[config.mk]
export PLATFORM = sky130hd
export DESIGN_NAME = epsilon_greedy_selector
export DESIGN_NICKNAME = d
export VERILOG_FILES = /design/src/rtl/rl_pkg.sv /design/src/rtl/q_argmax.sv /design/src/rtl/epsilon_greedy_selector.sv
export SDC_FILE = /design/constraint.sdc
export NUM_CORES = 1
export LEC_CHECK = 0
export ABC_AREA = 1
export CAP_MARGIN = 15
export CELL_PAD_IN_SITES_DETAIL_PLACEMENT = 0
export CELL_PAD_IN_SITES_GLOBAL_PLACEMENT = 1
export CORE_ASPECT_RATIO = 1.75
export CORE_MARGIN = 8
export CORE_UTILIZATION = 40
export DETAILED_ROUTE_END_ITERATION = 8
export HOLD_SLACK_MARGIN = 0.05
export PLACE_DENSITY_LB_ADDON = 0.3
export RECOVER_POWER = 25
export SLEW_MARGIN = 10
export SYNTH_ARGS = -nofsm -noshare
export SYNTH_HDL_FRONTEND = slang
export SYNTH_SLANG_ARGS = --single-unit
[constraint.sdc]
create_clock -name clk -period 6.6 [get_ports clk]
set_clock_uncertainty 0.1 [all_clocks]
set_input_delay 1.32 -clock clk [delete_from_list [all_inputs] [get_ports clk]]
set_output_delay 1.32 -clock clk [all_outputs]
set_load 0.01 [all_outputs]
[src/rtl/rl_pkg.sv]
// Shared definitions for the RL action-selection datapath.
//   FIX_W / FRAC_W : Q8.8 fixed-point geometry used by rand/epsilon/Q-values
//   q_value_t      : signed Q8.8 Q-value
//   state_t        : epsilon-greedy selector FSM states
package rl_pkg;

  localparam int FIX_W  = 16;
  localparam int FRAC_W = 8;

  typedef logic signed [FIX_W-1:0] q_value_t;

  typedef enum logic [2:0] {
    ST_IDLE   = 3'd0,
    ST_DECIDE = 3'd1,
    ST_SCAN   = 3'd2,
    ST_DRAIN  = 3'd3,
    ST_DONE   = 3'd4
  } state_t;

endpackage

[src/rtl/q_argmax.sv]
// Running signed maximum with index tracker.
//   clk, rst      : clock, synchronous active-high reset
//   init          : this sample seeds the running best unconditionally
//   sample_valid  : sample/idx carry a Q-value this cycle
//   sample, idx   : Q-value and the action index it belongs to
//   best_idx      : argmax including the current sample (combinational
//                   view, so the caller can capture it on the same edge
//                   that the last sample arrives)
module q_argmax #(
  parameter int Q_W   = 16,
  parameter int ACT_W = 2
) (
  input  logic                    clk,
  input  logic                    rst,
  input  logic                    init,
  input  logic                    sample_valid,
  input  logic signed [Q_W-1:0]   sample,
  input  logic        [ACT_W-1:0] idx,
  output logic        [ACT_W-1:0] best_idx
);

  logic signed [Q_W-1:0]   r_best_val;
  logic        [ACT_W-1:0] r_best_idx;
  logic                    w_take;

  // Strictly greater replaces; equal keeps the earlier (lower) index.
  assign w_take   = sample_valid && (init || (sample > r_best_val));
  assign best_idx = w_take ? idx : r_best_idx;

  always_ff @(posedge clk) begin
    if (rst) begin
      r_best_val <= '0;
      r_best_idx <= '0;
    end else if (w_take) begin
      // NOTE: sequential state always uses non-blocking assignments so every
      // flop samples pre-edge values regardless of block ordering.
      r_best_val <= sample;
      r_best_idx <= idx;
    end
  end

endmodule

[src/rtl/epsilon_greedy_selector.sv]
// Epsilon-greedy action selector.
//   clk, rst     : clock, synchronous active-high reset
//   start        : request pulse, accepted only in IDLE
//   rand_in      : Q8.8 random fraction from the Randomizer
//   epsilon      : Q8.8 explore threshold
//   q_rd_en      : Q-table read strobe
//   q_addr       : action index being read
//   q_data       : signed Q8.8 Q-value, valid the cycle after q_rd_en
//   action       : selected action, held until the next result
//   explored     : 1 when action came from the explore path
//   action_valid : one-cycle pulse in the DONE cycle
//   busy         : high in every state except IDLE
module epsilon_greedy_selector
  import rl_pkg::*;
#(
  parameter int N_ACTIONS = 4,
  parameter int ACT_W     = 2,
  parameter int Q_W       = 16
) (
  input  logic                    clk,
  input  logic                    rst,
  input  logic                    start,
  input  logic        [FIX_W-1:0] rand_in,
  input  logic        [FIX_W-1:0] epsilon,
  output logic                    q_rd_en,
  output logic        [ACT_W-1:0] q_addr,
  input  logic signed [Q_W-1:0]   q_data,
  output logic        [ACT_W-1:0] action,
  output logic                    explored,
  output logic                    action_valid,
  output logic                    busy
);

  state_t r_state;
  state_t w_state_nxt;

  logic [FRAC_W-1:0] r_rand_frac;
  logic [ACT_W-1:0]  r_rand_act;
  logic [FIX_W-1:0]  r_eps;

  logic              r_q_rd_en;
  logic [ACT_W-1:0]  r_q_addr;
  logic              r_rd_d;
  logic [ACT_W-1:0]  r_idx_d;
  logic [ACT_W-1:0]  r_action;
  logic              r_explored;
  logic              r_action_valid;
  logic              r_busy;

  logic              w_explore;
  logic              w_scan_last;
  logic              w_accept;
  logic [ACT_W-1:0]  w_best_idx;
  logic              w_unused_rand;

  // Only the fraction and the action field of the random word matter.
  assign w_unused_rand = ^rand_in[FIX_W-1:FRAC_W+ACT_W];

  assign w_accept    = (r_state == ST_IDLE) && start;
  // Any integer part in epsilon means >= 1.0: always explore.
  assign w_explore   = (r_eps[FIX_W-1:FRAC_W] != '0) ||
                       (r_rand_frac < r_eps[FRAC_W-1:0]);
  assign w_scan_last = (r_q_addr == ACT_W'(N_ACTIONS - 1));

  // FSM state register
  always_ff @(posedge clk) begin
    if (rst) r_state <= ST_IDLE;
    else     r_state <= w_state_nxt;
  end

  // FSM next-state logic
  always_comb begin
    // NOTE: the default assignment first guarantees every path drives
    // w_state_nxt, so no latch is inferred.
    w_state_nxt = r_state;
    unique case (r_state)
      ST_IDLE:   if (start) w_state_nxt = ST_DECIDE;
      ST_DECIDE: w_state_nxt = w_explore ? ST_DONE : ST_SCAN;
      ST_SCAN:   if (w_scan_last) w_state_nxt = ST_DRAIN;
      ST_DRAIN:  w_state_nxt = ST_DONE;
      ST_DONE:   w_state_nxt = ST_IDLE;
      default:   w_state_nxt = ST_IDLE;
    endcase
  end

  // Request latches: pure data qualified by w_accept.
  // NOTE: these carry no reset; they are always written before being used,
  // and leaving them out of reset keeps the reset net off plain data flops.
  always_ff @(posedge clk) begin
    if (w_accept) begin
      r_rand_frac <= rand_in[FRAC_W-1:0];
      r_rand_act  <= rand_in[FRAC_W +: ACT_W];
      r_eps       <= epsilon;
    end
  end

  // Registered outputs and read pipeline
  always_ff @(posedge clk) begin
    if (rst) begin
      r_q_rd_en      <= 1'b0;
      r_q_addr       <= '0;
      r_rd_d         <= 1'b0;
      r_idx_d        <= '0;
      r_action       <= '0;
      r_explored     <= 1'b0;
      r_action_valid <= 1'b0;
      r_busy         <= 1'b0;
    end else begin
      // Delay the read strobe/index by one cycle to line up with q_data.
      r_rd_d         <= r_q_rd_en;
      r_idx_d        <= r_q_addr;
      r_busy         <= (w_state_nxt != ST_IDLE);
      r_action_valid <= (w_state_nxt == ST_DONE);
      unique case (r_state)
        ST_DECIDE: begin
          if (w_explore) begin
            r_action   <= r_rand_act;
            r_explored <= 1'b1;
          end else begin
            r_q_rd_en <= 1'b1;
            r_q_addr  <= '0;
          end
        end
        ST_SCAN: begin
          if (w_scan_last) begin
            r_q_rd_en <= 1'b0;
            r_q_addr  <= '0;
          end else begin
            r_q_addr  <= r_q_addr + ACT_W'(1);
          end
        end
        // The final sample lands in DRAIN; capture the merged argmax.
        ST_DRAIN: begin
          r_action   <= w_best_idx;
          r_explored <= 1'b0;
        end
        default: ;
      endcase
    end
  end

  q_argmax #(
    .Q_W   (Q_W),
    .ACT_W (ACT_W)
  ) u_argmax (
    .clk          (clk),
    .rst          (rst),
    .init         (r_rd_d && (r_idx_d == '0)),
    .sample_valid (r_rd_d),
    .sample       (q_data),
    .idx          (r_idx_d),
    .best_idx     (w_best_idx)
  );

  assign q_rd_en      = r_q_rd_en;
  assign q_addr       = r_q_addr;
  assign action       = r_action;
  assign explored     = r_explored;
  assign action_valid = r_action_valid;
  assign busy         = r_busy;

endmodule

==> impl.org, run 1 <==
** Layout
- Fraction of layout instances using a drive strength above 1 :: 10.2%
- Area added between synthesis and finish :: 33.4%
- After the last flow step, the layout net total stands at 403.
- Leaving out filler cells and counting taps, the final layout contains 414.
- ANT cells :: 0

** Setup path
- For this design, the slowest cell found on the critical path is sky130_fd_sc_hd__clkdlybuf4s50_1.
- Data arrival time of the critical path :: 3.56 ns
- The signal on the critical path passes through clkdlybuf4s50_1 -> ha_1 -> nand2_2 -> nor3_2 -> nand2_1 -> nand3_1 -> nand2_1 -> nand2_1 -> nand2_2 -> nand2_4 -> nand2_2 -> nand3_1 -> nand3_1 -> nand2_1 -> inv_1.
- Cell repeated most along the worst path :: sky130_fd_sc_hd__nand2_1
- Delay of the slowest cell on the worst path :: 0.44 ns
- The number of buffers and inverters on the critical path is 2.
- The most critical setup path has its startpoint at q_data[15].
- STA classifies the critical path startpoint as an input port.
- For the worst setup path, the data required time is 6.72 ns.
- The worst register-to-register path begins at u_argmax.r_best_val[15]$_SDFFE_PP0P_.
- Critical Setup Path Class :: in -> reg
- The cell family contributing the most delay on the critical path is simple AND/OR/NAND/NOR gates.
- In this run the worst path has a maximum fanout of 34.
- Endpoint type of the worst setup path :: register

** Floorplanning
- Initial Utilization :: 40.8%
- Top Ports :: 59
- Area of the die :: 9580 um2
- Die X :: 77.5 um
- Chip height :: 124 um
- The core region is 6490 um2.
- In this run the core area contains 39 standard-cell rows.

** GRT
- The number of antenna violations at the first check in global routing is 0.
- Remaining Overflow, GRT :: 0
- In the global route stage, overall resource usage came out at 11.8%.
- The first global-routing pass estimated 8730 um of wire.
- Pin count of the biggest net entering global routing :: 35
- The number of global-route vias before repair is 1984.

** STA
- Number of max-slew violations in the final report :: 0
- Setup repair after global routing missed its margin :: false
- Setup violations remaining at the end of the flow were counted as 0.
- Derived from the worst setup path, the maximum achievable clock frequency is 0.291 GHz.
- Setup_tns :: 0 ns
- In the finished design, the share of the clock period the worst path needs comes to 52.1%.
- For the pin with the worst max-slew slack, the measured transition is 0.799 ns.
- Relative slew slack :: 46.7%
- Final Hold Violating Endpoints :: 0
- Min cycle time layout :: 3.44 ns

** Route
- Number of nets with antenna violations after detailed routing :: 0
- For this block, the via count after detailed routing is 1937.
- Routed length on met1 :: 2110 um
- In the routed layout, each cell is associated on average with a via count of 4.68.
- Post-detailed-routing wire length :: 5090 um
- Starting DRT DRC Count :: 88
- Post-route DRC violation count :: 0
- Detailed routing placed a total of 2630 um of wire on met2.
- Uppermost metal layer occupied by signal nets :: met4
- Met3 routed WL :: 173 um
- The first detailed-routing pass took 4 iterations.
- In the final routed layout, each cell accounts on average for 12.3 um.

** Flow run
- Total of max-cap violations :: 0

** Power
- Power spread over the standard cell area amounts to 266 nW/um2.
- The worst-case IR drop observed on VDD is 0.000209 V.
- In this run the static leakage power is 0.00143 uW.

** Synthesis
- Number of flip-flops and latches in the synthesized netlist :: 58
- A synthesized cell averages 9.80 um2.
- Post-synthesis instance total :: 270
- Sequential share of the synthesized area :: 53.7%
- The netlist uses 28 different library cells.
- After synthesis the cells add up to 2650 um2.
- During synthesis, Yosys emitted a total of 0 warnings.
- Counting every net in the synthesized netlist gives 345.

** Clock network
- Clock root cell :: sky130_fd_sc_hd__clkbuf_16
- For this design, the sink count on the clock tree is 58.
- CTS H-tree depth :: 3
- Max clock buf depth :: 2
- TritonCTS built the clock tree.
- Clock transition time at the flip-flop clock pins of the worst setup and hold paths :: 0.05 ns
- Clock network latency to the later pin of the worst-skew pair :: 0.33 ns
- Buffers inserted to repair hold after CTS numbered 0.
- Post-cts repair resize count :: 0
- Buffers added to address setup during post-CTS repair amount to 0.
- Clock buffer count from CTS :: 9

** Placement
- Instance count after placement with tap cells included :: 399
- The wire-length estimate of the detail-placed layout is 3900 um.
- Routability-driven placement finished with a final weighted congestion of 0.733.
- Buffers on Ports :: 52

** Hold path
- Worst hold-check path type :: reg -> reg
- Startpoint of the lowest-slack hold path :: q_rd_en$_SDFFE_PP0P_

** Run status
- Outcome :: complete, no violations
[cell usage in the layout, fill, tap and decap left out, types with 3 or more instances in the layout]
cell type                          n
sky130_fd_sc_hd__dfxtp_1          32
sky130_fd_sc_hd__inv_1            51
sky130_fd_sc_hd__nand3_1          13
sky130_fd_sc_hd__nand2_1          34
sky130_fd_sc_hd__o21ai_1           8
sky130_fd_sc_hd__clkdlybuf4s50_1  29
sky130_fd_sc_hd__dlygate4sd3_1    23
sky130_fd_sc_hd__o21ai_0           6
sky130_fd_sc_hd__a21oi_2           8
sky130_fd_sc_hd__ha_1             24
sky130_fd_sc_hd__clkbuf_16         9
sky130_fd_sc_hd__a21oi_1          19
sky130_fd_sc_hd__nor2_1           14
sky130_fd_sc_hd__clkinv_1          3
sky130_fd_sc_hd__nand2_2           4
sky130_fd_sc_hd__edfxtp_1         26
sky130_fd_sc_hd__nand4_1           3
sky130_fd_sc_hd__o21ai_2           7
sky130_fd_sc_hd__nor3_1            5
[final cells by class]
class | instances | area (um2)
repair buffers | 53 | 528
flip-flops and latches | 58 | 1420
inverters | 51 | 191
fillers | 594 | 2960
well taps | 82 | 103
multi-input cells | 155 | 986
clock buffers | 10 | 229
clock inverters | 5 | 71.3
[per-layer routing]
metal,vias to the layer above,GRT usage (%)
li1,1020,-
met1,865,12.0
met2,41,20.7
met3,11,2.53
met4,0,9.26
met5,-,0
[worst register-to-register path: cells and delay by family (launching register included)]
| family | cells | cell delay, ns |
|---|---|---|
| AND/OR/NAND/NOR | 12 | 1.38 |
| flip-flops | 1 | 0.30 |
| adder cells (fa/ha/maj) | 1 | 0.35 |
| buffers and inverters | 2 | 0.09 |
[state kept, by name (all words and copies together), names as in the netlist]
signal,count
q_rd_en,1
r_rand_frac,8
u_argmax.r_best_idx,2
r_state,3
q_addr,2
u_argmax.r_best_val,16
action_valid,1
r_rand_act,2
busy,1
r_rd_d,1
action,2
explored,1
r_eps,16
r_idx_d,2
[synth_stat cells]
master / count / area, um2
sky130_fd_sc_hd__nand4_1: 3 / 18.8
sky130_fd_sc_hd__o211ai_1: 1 / 7.51
sky130_fd_sc_hd__nand2_4: 1 / 11.3
sky130_fd_sc_hd__nand2_1: 34 / 128
sky130_fd_sc_hd__o22ai_1: 1 / 6.26
sky130_fd_sc_hd__inv_1: 51 / 191
sky130_fd_sc_hd__buf_1: 1 / 3.75
sky130_fd_sc_hd__clkbuf_1: 1 / 3.75
sky130_fd_sc_hd__nor3_1: 5 / 25.0
sky130_fd_sc_hd__nor3_2: 1 / 10.0
sky130_fd_sc_hd__nand2_2: 4 / 25.0
sky130_fd_sc_hd__a21oi_1: 19 / 95.1
sky130_fd_sc_hd__ha_1: 24 / 300
sky130_fd_sc_hd__o21ai_0: 6 / 30.0
sky130_fd_sc_hd__nand3_1: 13 / 65.1
sky130_fd_sc_hd__buf_6: 2 / 22.5
sky130_fd_sc_hd__nor4_1: 1 / 6.26
sky130_fd_sc_hd__a21o_1: 1 / 7.51
sky130_fd_sc_hd__nand3b_1: 1 / 7.51
sky130_fd_sc_hd__dfxtp_1: 32 / 641
sky130_fd_sc_hd__buf_8: 1 / 15.0
sky130_fd_sc_hd__o21ai_2: 7 / 61.3
sky130_fd_sc_hd__edfxtp_1: 26 / 781
sky130_fd_sc_hd__buf_2: 1 / 5.00
sky130_fd_sc_hd__o21ai_1: 8 / 40.0
sky130_fd_sc_hd__a31oi_1: 2 / 12.5
sky130_fd_sc_hd__a21oi_2: 8 / 70.1
sky130_fd_sc_hd__nor2_1: 15 / 56.3
[final timing paths]
| kind | endpoint | slack, ns | depth (start not counted) |
|---|---|---|---|
| worst max-delay path | action[0]$_SDFFE_PP0P_ | 3.16 | 15 |
| worst min-delay path | r_rd_d$_SDFF_PP0_ | 0.35 | 2 |
| worst max register to register | action[0]$_SDFFE_PP0P_ | 4.28 | 15 |
| worst min register to register | r_rd_d$_SDFF_PP0_ | 0.35 | 2 |
[kinds of logic after synthesis]
logic type / Yosys count / share of synthesized area [%]
compound gates: 53 / 12.5
fa+ha+maj: 24 / 11.3
buf+inv: 57 / 9.12
flops: 58 / 53.7
simple gates: 78 / 13.3
[metrics by stage]
stage	util, %	cell area, um2	total power [uW]	worst slack (ns)	hold slack, ns
2_1_floorplan	-	2650	439	3.62	0.328
3_3_place_gp	49.8	3230	480	2.79	0.339
3_5_place_dp	49.8	3230	482	2.74	0.343
4_1_cts	54.4	3530	958	3.09	0.350
5_1_grt	54.4	3530	976	2.87	0.375
6_report	54.4	3530	941	3.16	0.346
[report_power, final]
group	internal (uW)	total (uW)	switching [uW]
combinational	39.4	74.6	35.2
clock	323	470	147
sequential	392	396	3.99
total	754	941	186
(Power assumes the default switching activity.)
==> run 2, diff against run 1 <==
--- a/config.mk
+++ b/config.mk
@@ -11,7 +11,7 @@
 export CELL_PAD_IN_SITES_GLOBAL_PLACEMENT = 1
 export CORE_ASPECT_RATIO = 1.75
 export CORE_MARGIN = 8
-export CORE_UTILIZATION = 40
+export CORE_UTILIZATION = 34
 export DETAILED_ROUTE_END_ITERATION = 8
 export HOLD_SLACK_MARGIN = 0.05
 export PLACE_DENSITY_LB_ADDON = 0.3
==> constraint.sdc (replaced) <==
create_clock -name clk -period 2.8 [get_ports clk]
set_clock_uncertainty 0.1 [all_clocks]
set_input_delay 0.56 -clock clk [delete_from_list [all_inputs] [get_ports clk]]
set_output_delay 0.56 -clock clk [all_outputs]
set_load 0.01 [all_outputs]
==> impl.org, run 2 (synthesized netlist as in run 1, its figures left out) <==
** Run status
- The run finished with clean final reports.

** Clock network
- Number of clock sinks :: 58 (unchanged)
- The clock latency on the worst-skew pair is 0.32 ns (about the same).
- Max clock buf depth :: 2 (unchanged)
- Post-CTS setup buffers :: 0 (unchanged)
- The total number of H-tree levels came to 3 (unchanged).
- The CTS clock-pin slew for the worst setup and hold paths came to 0.05 ns (about the same).
- The post-cts sizing count is 0 (unchanged).
- The number of buffers inserted by hold repair at cts was 0 (unchanged).
- Clock buffer count from CTS :: 9 (unchanged)
- Clock root cell :: sky130_fd_sc_hd__clkbuf_16
- TritonCTS built the clock tree.

** Floorplanning
- Floorplan Core Area :: 7570 um2 (+17%)
- Area of the die :: 11000 um2 (+15%)
- Initial Utilization :: 35.0% (-5.8 points)
- The width of the die is 82.7 um (+6.7%).
- The height of the die was 133 um (+7.4%).
- The number of ports placed on the die boundary came to 59 (unchanged).
- The floorplan row count came to 42 (+7.7%).

** STA
- The final hold slack is 0.336 ns (-0.0101 ns).
- The number of pins with negative max-slew slack in the final report is 0 (unchanged).
- Dividing the final minimum period by the clock period gives 88.3%.
- The number of hold-slack violations in the final timing report was 0 (unchanged).
- Final count of negative-setup-slack endpoints :: 0 (unchanged)
- Based on the critical path, the design can be clocked at up to 0.404 GHz.
- The worst slew slack as a fraction of its limit came to 67.4% (+21 points).
- Setup repair after global routing left no endpoint under its margin.
- The worst-case setup margin in the final layout is 0.327 ns (-2.83 ns).
- Worst Tran Pin Value :: 0.486 ns (-0.313 ns)
- Min cycle time layout :: 2.47 ns

** Setup path
- The largest incremental delay on the critical path is 0.43 ns (about the same).
- Critical Setup Path Class :: in -> reg
- Endpoint type of the worst setup path :: register
- The data arrival at the endpoint of the critical path was 2.58 ns (-0.98 ns).
- The logic depth of the worst setup path including buffers was 14 (-1).
- The maximum fanout count along the critical path came to 10 (-71%).
- CP Data Required Time :: 2.91 ns (-3.81 ns)
- The depth of the worst register-to-register path came to 14 (-1).
- Among cell families on the critical path, the largest total delay comes from simple AND/OR/NAND/NOR gates.
- For this design, the slowest cell found on the critical path is sky130_fd_sc_hd__clkdlybuf4s50_1.
- STA classifies the critical path startpoint as an input port.
- The startpoint identified for the worst register-to-register timing path is u_argmax.r_best_val[15]$_SDFFE_PP0P_.
- The buffering stage count on the worst path with inverters included came to 2 (unchanged).
- CP Launch Point :: q_data[15]
- The most numerous cell type found on the critical path is sky130_fd_sc_hd__nand2_1.
- CP Cell Sequence :: clkdlybuf4s50_1 -> ha_1 -> nand2_2 -> nor3_2 -> nand2_1 -> nand2_1 -> nand2_1 -> nand2_1 -> nand2_1 -> nand2_2 -> nand2_4 -> buf_4 -> o21ai_1 -> a21oi_1

** GRT
- The first-pass GRT wire length came to 8970 um (+2.8%).
- Pin count of the biggest net entering global routing :: 25 (-29%)
- Vias in the first global route :: 2061 (+3.9%)
- GR Util All Layers :: 10.7% (-1.1 points)
- Number of antenna violations at the first check in global routing :: 0 (unchanged)
- Remaining Overflow, GRT :: 0 (unchanged)

** Placement
- Pre-CTS worst setup slack :: -0.0337 ns (-2.78 ns)
- Instance count after placement with tap cells included :: 415 (+4.0%)
- The global placement routability congestion was 0.679 (-7.4%).
- The number of port buffers was 52 (unchanged).
- The HPWL after detailed placement came to 4300 um (+10%).

** Route
- First-pass DRT Iterations :: 4 (unchanged)
- Routed length per instance :: 12.5 um (+1.9%)
- Starting DRT DRC Count :: 95 (+8.0%)
- The via density per instance came to 4.57 (-2.4%).
- The post-route antenna net violation count came to 0 (unchanged).
- The remaining routing DRC violations came to 0 (unchanged).
- The via count is 1968 (+1.6%).
- Post-detailed-routing wire length :: 5400 um (+6.1%)

** Power
- Maximum VDD drop :: 0.000333 V (+59%)
- Pwr dens :: 599 nW/um2 (+120%)
- Leakage power figure :: 0.00147 uW (+2.9%)

** Layout
- The fraction of final layout cells with drive strength greater than 1 was 13.1% (+2.9 points).
- Area added between synthesis and finish :: 36.1%
- Fill cell total of the finished layout :: 744 (+25%)
- The filler-free cell count of the finished design was 431 (+4.1%).
- ANT cells :: 0 (unchanged)
- The top cell types in the final layout, fill and taps aside, are sky130_fd_sc_hd__inv_1, sky130_fd_sc_hd__nand2_1, sky130_fd_sc_hd__dfxtp_1.
- The largest registers in the layout are r_eps (16), u_argmax.r_best_val (16), r_rand_frac (8).
- Fraction of the core area covered by cells at the end of the flow :: 47.6% (-6.8 points)
- The library cell used most frequently in the layout, excluding fill and tap cells, is sky130_fd_sc_hd__inv_1.
- Layout Nets :: 413 (+2.5%)

** Hold path
- Startpoint of the lowest-slack hold path :: q_rd_en$_SDFFE_PP0P_
- The cell depth of the worst hold path is 2 (unchanged).
- Worst hold-check path type :: reg -> reg

** Flow run
- The number of max-cap violations is 0 (unchanged).
run 2: worst reg2reg max path, delay by kind of cell (launching register included):
| family | cells | cell delay [ns] |
|---|---|---|
| flops | 1 | 0.30 |
| compound gates | 2 | 0.18 |
| fa+ha+maj | 1 | 0.32 |
| buf+inv | 2 | 0.24 |
| simple gates | 9 | 0.88 |
run 2: routing by layer:
metal | track usage [%] | wire length [um] | vias to the layer above
met1 | 10.5 | 1970 | 885
met3 | 4.95 | 389 | 5
met2 | 18.1 | 2980 | 39
li1 | - | - | 1039
met4 | 4.92 | 48 | 0
met5 | 0 | 0 | -
run 2: path summary, 6_finish.rpt:
kind / slack, ns / endpoint
hold / removal: 0.34 / r_rd_d$_SDFF_PP0_
setup reg to reg: 0.68 / u_argmax.r_best_val[1]$_SDFFE_PP0P_
setup / recovery: 0.33 / u_argmax.r_best_val[1]$_SDFFE_PP0P_
hold reg to reg: 0.34 / r_rd_d$_SDFF_PP0_
run 2: layout make-up:
| type | count | area (um2) | area share (%) |
|---|---|---|---|
| clock buffer | 12 | 246 | 6.85 |
| clock inverter | 4 | 42.5 | 1.18 |
| inverter | 51 | 191 | 5.32 |
| multi-input combinational | 155 | 986 | 27.4 |
| sequential | 58 | 1420 | 39.5 |
| tap | 88 | 110 | 3.06 |
| timing repair buffer | 63 | 603 | 16.7 |
run 2: power by group:
group          leakage [uW]  total (uW)  internal (uW)  switching, uW
clock network      0.000142        1040            703            337
registers          0.000508         933            923           9.19
logic              0.000818         183           97.9           84.6
run 2: through the flow:
stage / power, uW / setup TNS (ns) / area, um2
finish: 2160 / 0 / 3600
global route: 2260 / 0 / 3600
CTS: 2210 / 0 / 3600
detailed placement: 1140 / -0.277 / 3310
global placement: 1140 / -0.0677 / 3310
floorplan: 1030 / 0 / 2650
